<file path="config.mk">
export PLATFORM = sky130hd
export DESIGN_NAME = register_file_mp
export DESIGN_NICKNAME = d
export VERILOG_FILES = /design/src/rtl/register_file_mp_pkg.sv /design/src/rtl/rf_scoreboard.sv /design/src/rtl/register_file_mp.sv
export SDC_FILE = /design/constraint.sdc
export NUM_CORES = 2
export LEC_CHECK = 0
export CAP_MARGIN = 15
export CELL_PAD_IN_SITES_DETAIL_PLACEMENT = 1
export CELL_PAD_IN_SITES_GLOBAL_PLACEMENT = 1
export CORE_ASPECT_RATIO = 1.4
export CORE_MARGIN = 5
export CORE_UTILIZATION = 50
export CTS_CLUSTER_SIZE = 20
export DETAILED_ROUTE_END_ITERATION = 8
export PLACE_DENSITY = 0.88
export SETUP_SLACK_MARGIN = 0.4
export SLEW_MARGIN = 20
export SYNTH_ARGS = -nofsm -noshare
export SYNTH_HDL_FRONTEND = slang
export SYNTH_SLANG_ARGS = --single-unit
</file>
<file path="constraint.sdc">
create_clock -name clk -period 6.3 [get_ports clk]
set_input_delay 1.89 -clock clk [delete_from_list [all_inputs] [get_ports clk]]
set_output_delay 1.89 -clock clk [all_outputs]
set_load 0.01 [all_outputs]
</file>
<file path="src/rtl/register_file_mp_pkg.sv">
// Shared definitions for the multi-port register file: default geometry, the zero-register
// address and port-slice helpers reused by decode and the hazard unit.
package register_file_mp_pkg;

    localparam int unsigned DefRegWidth  = 34;
    localparam int unsigned DefAddrWidth = 5;
    localparam int unsigned DefNumRd     = 2;
    localparam int unsigned DefNumWr     = 2;
    localparam bit          DefZeroReg   = 1'b1;
    localparam bit          DefBypass    = 1'b1;

    localparam int unsigned ZeroAddr = 0;

    function automatic int unsigned n_regs(input int unsigned aw);
        return 32'd1 << aw;
    endfunction

    // Low bit of port k inside a packed bus of w-bit fields.
    function automatic int unsigned port_lo(input int unsigned k, input int unsigned w);
        return k * w;
    endfunction

endpackage

</file>
<file path="src/rtl/rf_scoreboard.sv">
// Per-register busy scoreboard: issue sets, writeback clears (set wins on collision),
// registered busy count and combinational per-read-port busy flags.
module rf_scoreboard
    import register_file_mp_pkg::*;
#(
    parameter int unsigned ADDR_WIDTH = DefAddrWidth,
    parameter int unsigned NUM_RD     = DefNumRd,
    parameter int unsigned NUM_WR     = DefNumWr,
    parameter bit          ZERO_REG   = DefZeroReg,
    parameter bit          BYPASS     = DefBypass
) (
    input  logic                         clk,
    input  logic                         rst_n,
    input  logic [NUM_WR-1:0]            i_wr_en,
    input  logic [NUM_WR*ADDR_WIDTH-1:0] i_wr_addr,
    input  logic [NUM_RD*ADDR_WIDTH-1:0] i_rd_addr,
    input  logic                         i_sb_set,
    input  logic [ADDR_WIDTH-1:0]        i_sb_addr,
    output logic [NUM_RD-1:0]            o_rd_busy,
    output logic [ADDR_WIDTH:0]          o_busy_count
);

    localparam int unsigned NRegs = n_regs(ADDR_WIDTH);

    logic [NRegs-1:0]    busy_q, busy_d;
    logic [NRegs-1:0]    set_vec, clr_vec;
    logic [ADDR_WIDTH:0] count_q, count_d;

    always_comb begin
        set_vec = '0;
        clr_vec = '0;
        if (i_sb_set) begin
            set_vec[i_sb_addr] = 1'b1;
        end
        for (int k = 0; k < NUM_WR; k++) begin
            if (i_wr_en[k]) begin
                clr_vec[i_wr_addr[port_lo(k, ADDR_WIDTH) +: ADDR_WIDTH]] = 1'b1;
            end
        end
        // A new producer issued in the same cycle as the old one retires keeps the reg busy.
        busy_d = (busy_q & ~clr_vec) | set_vec;
        if (ZERO_REG) begin
            busy_d[ZeroAddr] = 1'b0;
        end
        count_d = '0;
        for (int i = 0; i < NRegs; i++) begin
            count_d = count_d + {{ADDR_WIDTH{1'b0}}, busy_d[i]};
        end
    end

    always_ff @(posedge clk or negedge rst_n) begin
        if (!rst_n) begin
            busy_q  <= '0;
            count_q <= '0;
        end else begin
            busy_q  <= busy_d;
            count_q <= count_d;
        end
    end

    assign o_busy_count = count_q;

    for (genvar p = 0; p < NUM_RD; p++) begin : g_rd_busy
        logic [ADDR_WIDTH-1:0] ra;
        logic                  busy;

        assign ra = i_rd_addr[port_lo(p, ADDR_WIDTH) +: ADDR_WIDTH];

        always_comb begin
            busy = busy_q[ra];
            if (BYPASS && clr_vec[ra] && !set_vec[ra]) begin
                busy = 1'b0;
            end
            if (ZERO_REG && ra == '0) begin
                busy = 1'b0;
            end
            if (!rst_n) begin
                busy = 1'b0;
            end
        end

        assign o_rd_busy[p] = busy;
    end

endmodule

</file>
<file path="src/rtl/register_file_mp.sv">
// Multi-port register file: NUM_WR write ports (highest index wins), NUM_RD combinational read
// ports with optional write bypass and hard-wired zero register, plus busy scoreboard.
module register_file_mp
    import register_file_mp_pkg::*;
#(
    parameter int unsigned REG_WIDTH  = DefRegWidth,
    parameter int unsigned ADDR_WIDTH = DefAddrWidth,
    parameter int unsigned NUM_RD     = DefNumRd,
    parameter int unsigned NUM_WR     = DefNumWr,
    parameter bit          ZERO_REG   = DefZeroReg,
    parameter bit          BYPASS     = DefBypass
) (
    input  logic                         clk,
    input  logic                         rst_n,
    input  logic [NUM_WR-1:0]            i_wr_en,
    input  logic [NUM_WR*ADDR_WIDTH-1:0] i_wr_addr,
    input  logic [NUM_WR*REG_WIDTH-1:0]  i_wr_data,
    input  logic [NUM_RD*ADDR_WIDTH-1:0] i_rd_addr,
    output logic [NUM_RD*REG_WIDTH-1:0]  o_rd_data,
    output logic [NUM_RD-1:0]            o_rd_busy,
    input  logic                         i_sb_set,
    input  logic [ADDR_WIDTH-1:0]        i_sb_addr,
    output logic [ADDR_WIDTH:0]          o_busy_count
);

    localparam int unsigned NRegs = n_regs(ADDR_WIDTH);

    logic [REG_WIDTH-1:0] regs_q [NRegs];
    logic [REG_WIDTH-1:0] regs_d [NRegs];

    // Later ports overwrite earlier ones, so the highest index wins on an address clash.
    always_comb begin
        regs_d = regs_q;
        for (int k = 0; k < NUM_WR; k++) begin
            if (i_wr_en[k]) begin
                if (!(ZERO_REG && i_wr_addr[port_lo(k, ADDR_WIDTH) +: ADDR_WIDTH] == '0)) begin
                    regs_d[i_wr_addr[port_lo(k, ADDR_WIDTH) +: ADDR_WIDTH]] =
                        i_wr_data[port_lo(k, REG_WIDTH) +: REG_WIDTH];
                end
            end
        end
    end

    always_ff @(posedge clk or negedge rst_n) begin
        if (!rst_n) begin
            for (int i = 0; i < NRegs; i++) begin
                regs_q[i] <= '0;
            end
        end else begin
            regs_q <= regs_d;
        end
    end

    for (genvar p = 0; p < NUM_RD; p++) begin : g_rd
        logic [ADDR_WIDTH-1:0] ra;
        logic [REG_WIDTH-1:0]  rdata;

        assign ra = i_rd_addr[port_lo(p, ADDR_WIDTH) +: ADDR_WIDTH];

        always_comb begin
            rdata = regs_q[ra];
            if (BYPASS) begin
                for (int k = 0; k < NUM_WR; k++) begin
                    if (i_wr_en[k] && i_wr_addr[port_lo(k, ADDR_WIDTH) +: ADDR_WIDTH] == ra) begin
                        rdata = i_wr_data[port_lo(k, REG_WIDTH) +: REG_WIDTH];
                    end
                end
            end
            if (ZERO_REG && ra == '0) begin
                rdata = '0;
            end
            // Bypass must not leak write data while reset is held.
            if (!rst_n) begin
                rdata = '0;
            end
        end

        assign o_rd_data[port_lo(p, REG_WIDTH) +: REG_WIDTH] = rdata;
    end

    rf_scoreboard #(
        .ADDR_WIDTH(ADDR_WIDTH),
        .NUM_RD    (NUM_RD),
        .NUM_WR    (NUM_WR),
        .ZERO_REG  (ZERO_REG),
        .BYPASS    (BYPASS)
    ) u_scoreboard (
        .clk         (clk),
        .rst_n       (rst_n),
        .i_wr_en     (i_wr_en),
        .i_wr_addr   (i_wr_addr),
        .i_rd_addr   (i_rd_addr),
        .i_sb_set    (i_sb_set),
        .i_sb_addr   (i_sb_addr),
        .o_rd_busy   (o_rd_busy),
        .o_busy_count(o_busy_count)
    );

endmodule

</file>
==> results of run 1 <==
## through the flow
stage / std cells / setup TNS [ns] / util [%] / cell area [sq um] / setup slack [ns]
after global placement: 9291 / -31.70 / 55.5 / 79200 / -1.34
after CTS: 9730 / -0.225 / 61.2 / 87400 / -0.117
after floorplan: 7451 / -4.69 / - / 72000 / -0.990
after detailed placement: 9293 / -36.18 / 55.5 / 79300 / -1.47
## cell usage after synthesis, drive strengths merged, types with 5 or more instances
| master | instances | area [sq um] |
|---|---|---|
| a21o | 9 | 67.6 |
| a22oi | 17 | 128 |
| mux2 | 6 | 67.6 |
| buf | 269 | 1310 |
| nand3b | 5 | 37.5 |
| nor3 | 12 | 60.1 |
| fa | 23 | 460 |
| nand3 | 18 | 90.1 |
| and2 | 29 | 181 |
| a21oi | 709 | 3550 |
| and4b | 6 | 60.1 |
| nor2 | 1008 | 3800 |
| nor4 | 7 | 43.8 |
| xnor2 | 11 | 96.3 |
| mux4 | 704 | 15900 |
| ha | 9 | 113 |
| nand2 | 1427 | 5360 |
| nor2b | 15 | 93.8 |
| nand2b | 12 | 75.1 |
| and3 | 7 | 43.8 |
| xor2 | 18 | 158 |
| a31o | 6 | 52.6 |
| a32oi | 15 | 131 |
| or2 | 5 | 31.3 |
| a211oi | 22 | 165 |
| a31oi | 398 | 2490 |
| dfrtp | 1125 | 28200 |
| mux2i | 399 | 3990 |
| clkbuf | 622 | 2340 |
| o21ai | 407 | 2040 |
| inv | 62 | 233 |
## routing by layer
layer	GRT overflow	global-route usage, %
met5	3	62.1
met4	80	77.9
met3	19	77.5
met2	99	90.1
met1	32	78.0
## repair_timing
| action | in CTS |
|---|---|
| buffers inserted | 201 |
| pin swaps | 81 |
| gates cloned | 23 |
| endpoints found under the setup margin | 76 |
| gates resized for setup | 818 |
## logic make-up after synthesis
logic type	after synthesis
buf+inv	954
compound gates	1623
flops	1125
xor+xnor	29
mux	1109
simple gates	2579
fa+ha+maj	32
==> results.cfg, run 1 <==
[floorplan]
die_y_um = 459
start_util_pct = 50.4
io_pins = 174
die_width_um = 331
placementRows = 164

[synthesis]
ys_types = 82
synth_nets = 7581
ys_seq_elements = 1125
synth-xor-area-share_pct = 0.353
async_reset_ff_share_pct = 100
synthFlopType = dfrtp_1
synth_mux_area_share_pct = 27.7
synth_top_family_by_area = multiplexers
synth_compound_area_share_pct = 12.5
synthAdderAreaFrac_pct = 0.797
synth_edf_count = 0
avgSynthCellArea_sq_um = 9.65
syn_inst = 7451
yosys.area_share.simple_pct = 14.1
seq_area_frac_synth_pct = 39.1
syn_area_sq_mm = 0.0719
ys_warn_count = 0

[cts]
cts_root_buffer = clkbuf_16
cts_max_level = 3
clock_sinks = 1125
cts_buffers = 113
clock_path_buffers = 3
ctsHoldBuffers = 0

[placed_design]
hpwl_mm = 230
gp_congestion = 0.964
numPortBuffers = 173

[status]
status = stopped before the end
first-error = [ERROR GRT-0232] Routing congestion too high. Check the congestion heatmap in the GUI.
flow.stopped_at = global routing (5_1_grt)

[global_route]
grt.overflow.total = 233
grt_start_max_net_pins = 115
track_usage_pct = 80.9
==> run 2: changes to the inputs <==
- CELL_PAD_IN_SITES_DETAIL_PLACEMENT: 1 -> not set
- CELL_PAD_IN_SITES_GLOBAL_PLACEMENT: 1 -> not set
- CORE_ASPECT_RATIO: 1.4 -> not set
- CORE_UTILIZATION: 50 -> 40
- CTS_CLUSTER_SIZE: 20 -> not set
- PLACE_DENSITY: 0.88 -> not set
- PLACE_DENSITY_LB_ADDON: not set -> 0.15
- SETUP_SLACK_MARGIN: 0.4 -> not set
==> run 2 against run 1 <==
Compared with the run above: synthesized cell count unchanged; the flow now finishes, with violations (setup timing); area after synthesis unchanged.
==> results.cfg, run 2 <==
[global_route]
grt_pass1_vias = 63400
track_usage_pct = 37.0
grt_antenna_before_repair = 16
grt.overflow.total = 0
grt_pass1_wl_mm = 492
grt_start_max_net_pins = 156

[floorplan]
start_util_pct = 40.3
core_sq_mm = 0.179
io_pins = 174
die_width_um = 434
die-area_sq_mm = 0.188
die_y_um = 434
placementRows = 155

[synthesis]
avgSynthCellArea_sq_um = 9.65
ys_types = 82
synth_edf_count = 0
async_reset_ff_share_pct = 100
ys_warn_count = 0
synth_nets = 7581
synth_commonest_cells = nand2_1, dfrtp_1, nor2_1
synth_area_leaders = dfrtp_1, mux4_2, nand2_1
syn_inst = 7451
yosysMostFrequentCell = nand2_1
synthFlopType = dfrtp_1
seq_area_frac_synth_pct = 39.1
yosysTopAreaCell = dfrtp_1
syn_area_sq_mm = 0.0719
synth_top_area_share_pct = 39.1
ys_seq_elements = 1125

[min_path]
min_path_type = reg -> reg
hold_depth = 0
whs_endpoint = regs_q[1082]
hold_start = regs_q[1082]

[sta]
final_hold_viol_count = 0
relSlewSlack_pct = 18.0
setup_viol = 5
min_period_ns = 6.49
setup_ws_ns = -0.189
rsz0062_at_grt = true
slew_viol_final = 0
skew_ns = 0.0127
tightestPinTransition_ns = 1.22
fmax_ghz = 0.154
min_period_over_period_pct = 103

[status]
violations = setup timing
status = complete, but fails checks

[cts]
clock_path_buffers = 3
cts_buffers = 138
cts_tree = built
clock_sinks = 1125
clk_latency_ns = 0.82
ctsHoldBuffers = 0
cts_root_buffer = clkbuf_16
cts_max_level = 4
clkTransAtPathRegs_ns = 0.06

[setup_path]
reg2reg_depth = 17
crit_arrival_ns = 7.20
rr_endpoint = u_scoreboard.o_busy_count[4]
start_kind = input port
required_ns = 7.01
cp-end-kind = flip-flop
r2r_slack_ns = 1.12
cp_max_fo = 5
critPathKind = in -> reg
timing.rr.start = u_scoreboard.busy_q[1]

[finish]
syn_to_final_growth_pct = 20.8
largest_reg_flops = 1088
layout_common_cells = nand2_1, dfrtp_1, nor2_1, mux4_2, a21oi_1
final_nets = 7783
final_common_cell = nand2_1
finalInstanceArea_sq_mm = 0.0869
final_layout_size_suffix_gt1_share_pct = 25.1
largest_register = regs_q
fillers = 16200

[routing]
route.detailed.drc = 0
detail_route.first_pass.iterations = 8
vias = 66600
via_per_inst = 6.58
wl_mm = 354
routedWlPerCell_um = 35.0
postRouteAntennaNets = 0
dr.first_iter.drc_count = 10700

[placed_design]
gp_congestion = 0.935
pre_cts_ws_ns = -1.54
numPortBuffers = 173
hpwl_mm = 212
placed_area_sq_mm = 0.0800

[power_and_ir_drop]
powerDensity_mw_per_mm2 = 335
power.leakage_nw = 36.8
ir_drop_mv = 2.08

[run]
cap_violations = 0
[run 2: cell type report]
type                       instances  area [sq um]  share of cell area [%]
timing repair buffer             953          9870                    11.4
clock buffer                     194          4000                    4.61
multi-input combinational       5372         40900                    47.0
tap                             2355          2950                    3.39
sequential                      1125         28200                    32.4
clock inverter                    60           790                   0.909
antenna                           11          27.5                  0.0317
inverter                          63           239                   0.275
[run 2: logic make-up after synthesis]
group	after synthesis	share of synthesized area (%)
xor gates and xnor gates	29	0.353
adders and majority gates	32	0.797
and+or+nand+nor	2579	14.1
DFF	1125	39.1
muxes	1109	27.7
buffers and inverters	954	5.40
AOI/OAI and AO/OA	1623	12.5
[run 2: worst max path at each step]
stage                      start                      endpoint  slack (ns)
global route        i_wr_addr[4]  u_scoreboard.o_busy_count[4]       -0.33
global placement    i_wr_addr[0]  u_scoreboard.o_busy_count[4]       -1.53
finish              i_wr_addr[3]  u_scoreboard.o_busy_count[4]       -0.19
floorplan           i_wr_addr[2]  u_scoreboard.o_busy_count[4]       -0.99
CTS                 i_wr_addr[1]  u_scoreboard.o_busy_count[4]       -0.32
detailed placement  i_wr_addr[0]  u_scoreboard.o_busy_count[4]       -1.54
[run 2: metal layers]
| layer | up-vias | wire length, um | GRT usage (%) |
|---|---|---|---|
| met3 | 1078 | 44400 | 10.9 |
| met5 | - | 12 | 0 |
| met2 | 5029 | 148000 | 52.6 |
| met1 | 33600 | 136000 | 50.2 |
| li1 | 27000 | - | - |
| met4 | 2 | 25400 | 21.6 |
[run 2: through the flow]
step | power (mW) | std cells | hold slack (ns) | TNS [ns] | utilization (%)
6_report | 29.1 | 10100 | 0.395 | -0.605 | 48.7
4_1_cts | 28.8 | 10100 | 0.396 | -1.31 | 48.4
5_1_grt | 30.5 | 10100 | 0.405 | -1.32 | 48.6
2_1_floorplan | 16.5 | 7451 | 0.441 | -4.69 | -
3_3_place_gp | 19.7 | 9764 | 0.376 | -24.69 | 44.8
3_5_place_dp | 19.9 | 9764 | 0.382 | -25.40 | 44.8
[run 2: power by group]
part           switching, mW  internal [mW]  total [mW]
clock                   3.57           5.04        8.61
combinational           4.41           5.41        9.81
sequential              1.56           9.14        10.7
total                   9.53           19.6        29.1
[run 2: worst max-delay path: stages]
cell	delay, ns
buf_6	0.13
nand4bb_1	0.22
or2_4	0.32
a32o_2	0.28
ha_4	0.27
inv_2	0.03
fa_1	0.47
fa_1	0.56
fa_1	0.45
fa_1	0.53
inv_1	0.05
fa_1	0.48
fa_1	0.53
ha_2	0.19
inv_2	0.04
fa_2	0.38
inv_2	0.06
a21o_1	0.11
a21oi_2	0.05
xnor2_1	0.12
[run 2: repair_timing]
item / 4_1_cts / 5_1_grt
gates cloned: 18 / 0
gates resized for setup: 251 / 101
pin swaps: 37 / 49
buffers inserted: 67 / 24
endpoints found under the setup margin: 76 / 36
Note: power is estimated with default switching activity, not from simulation.
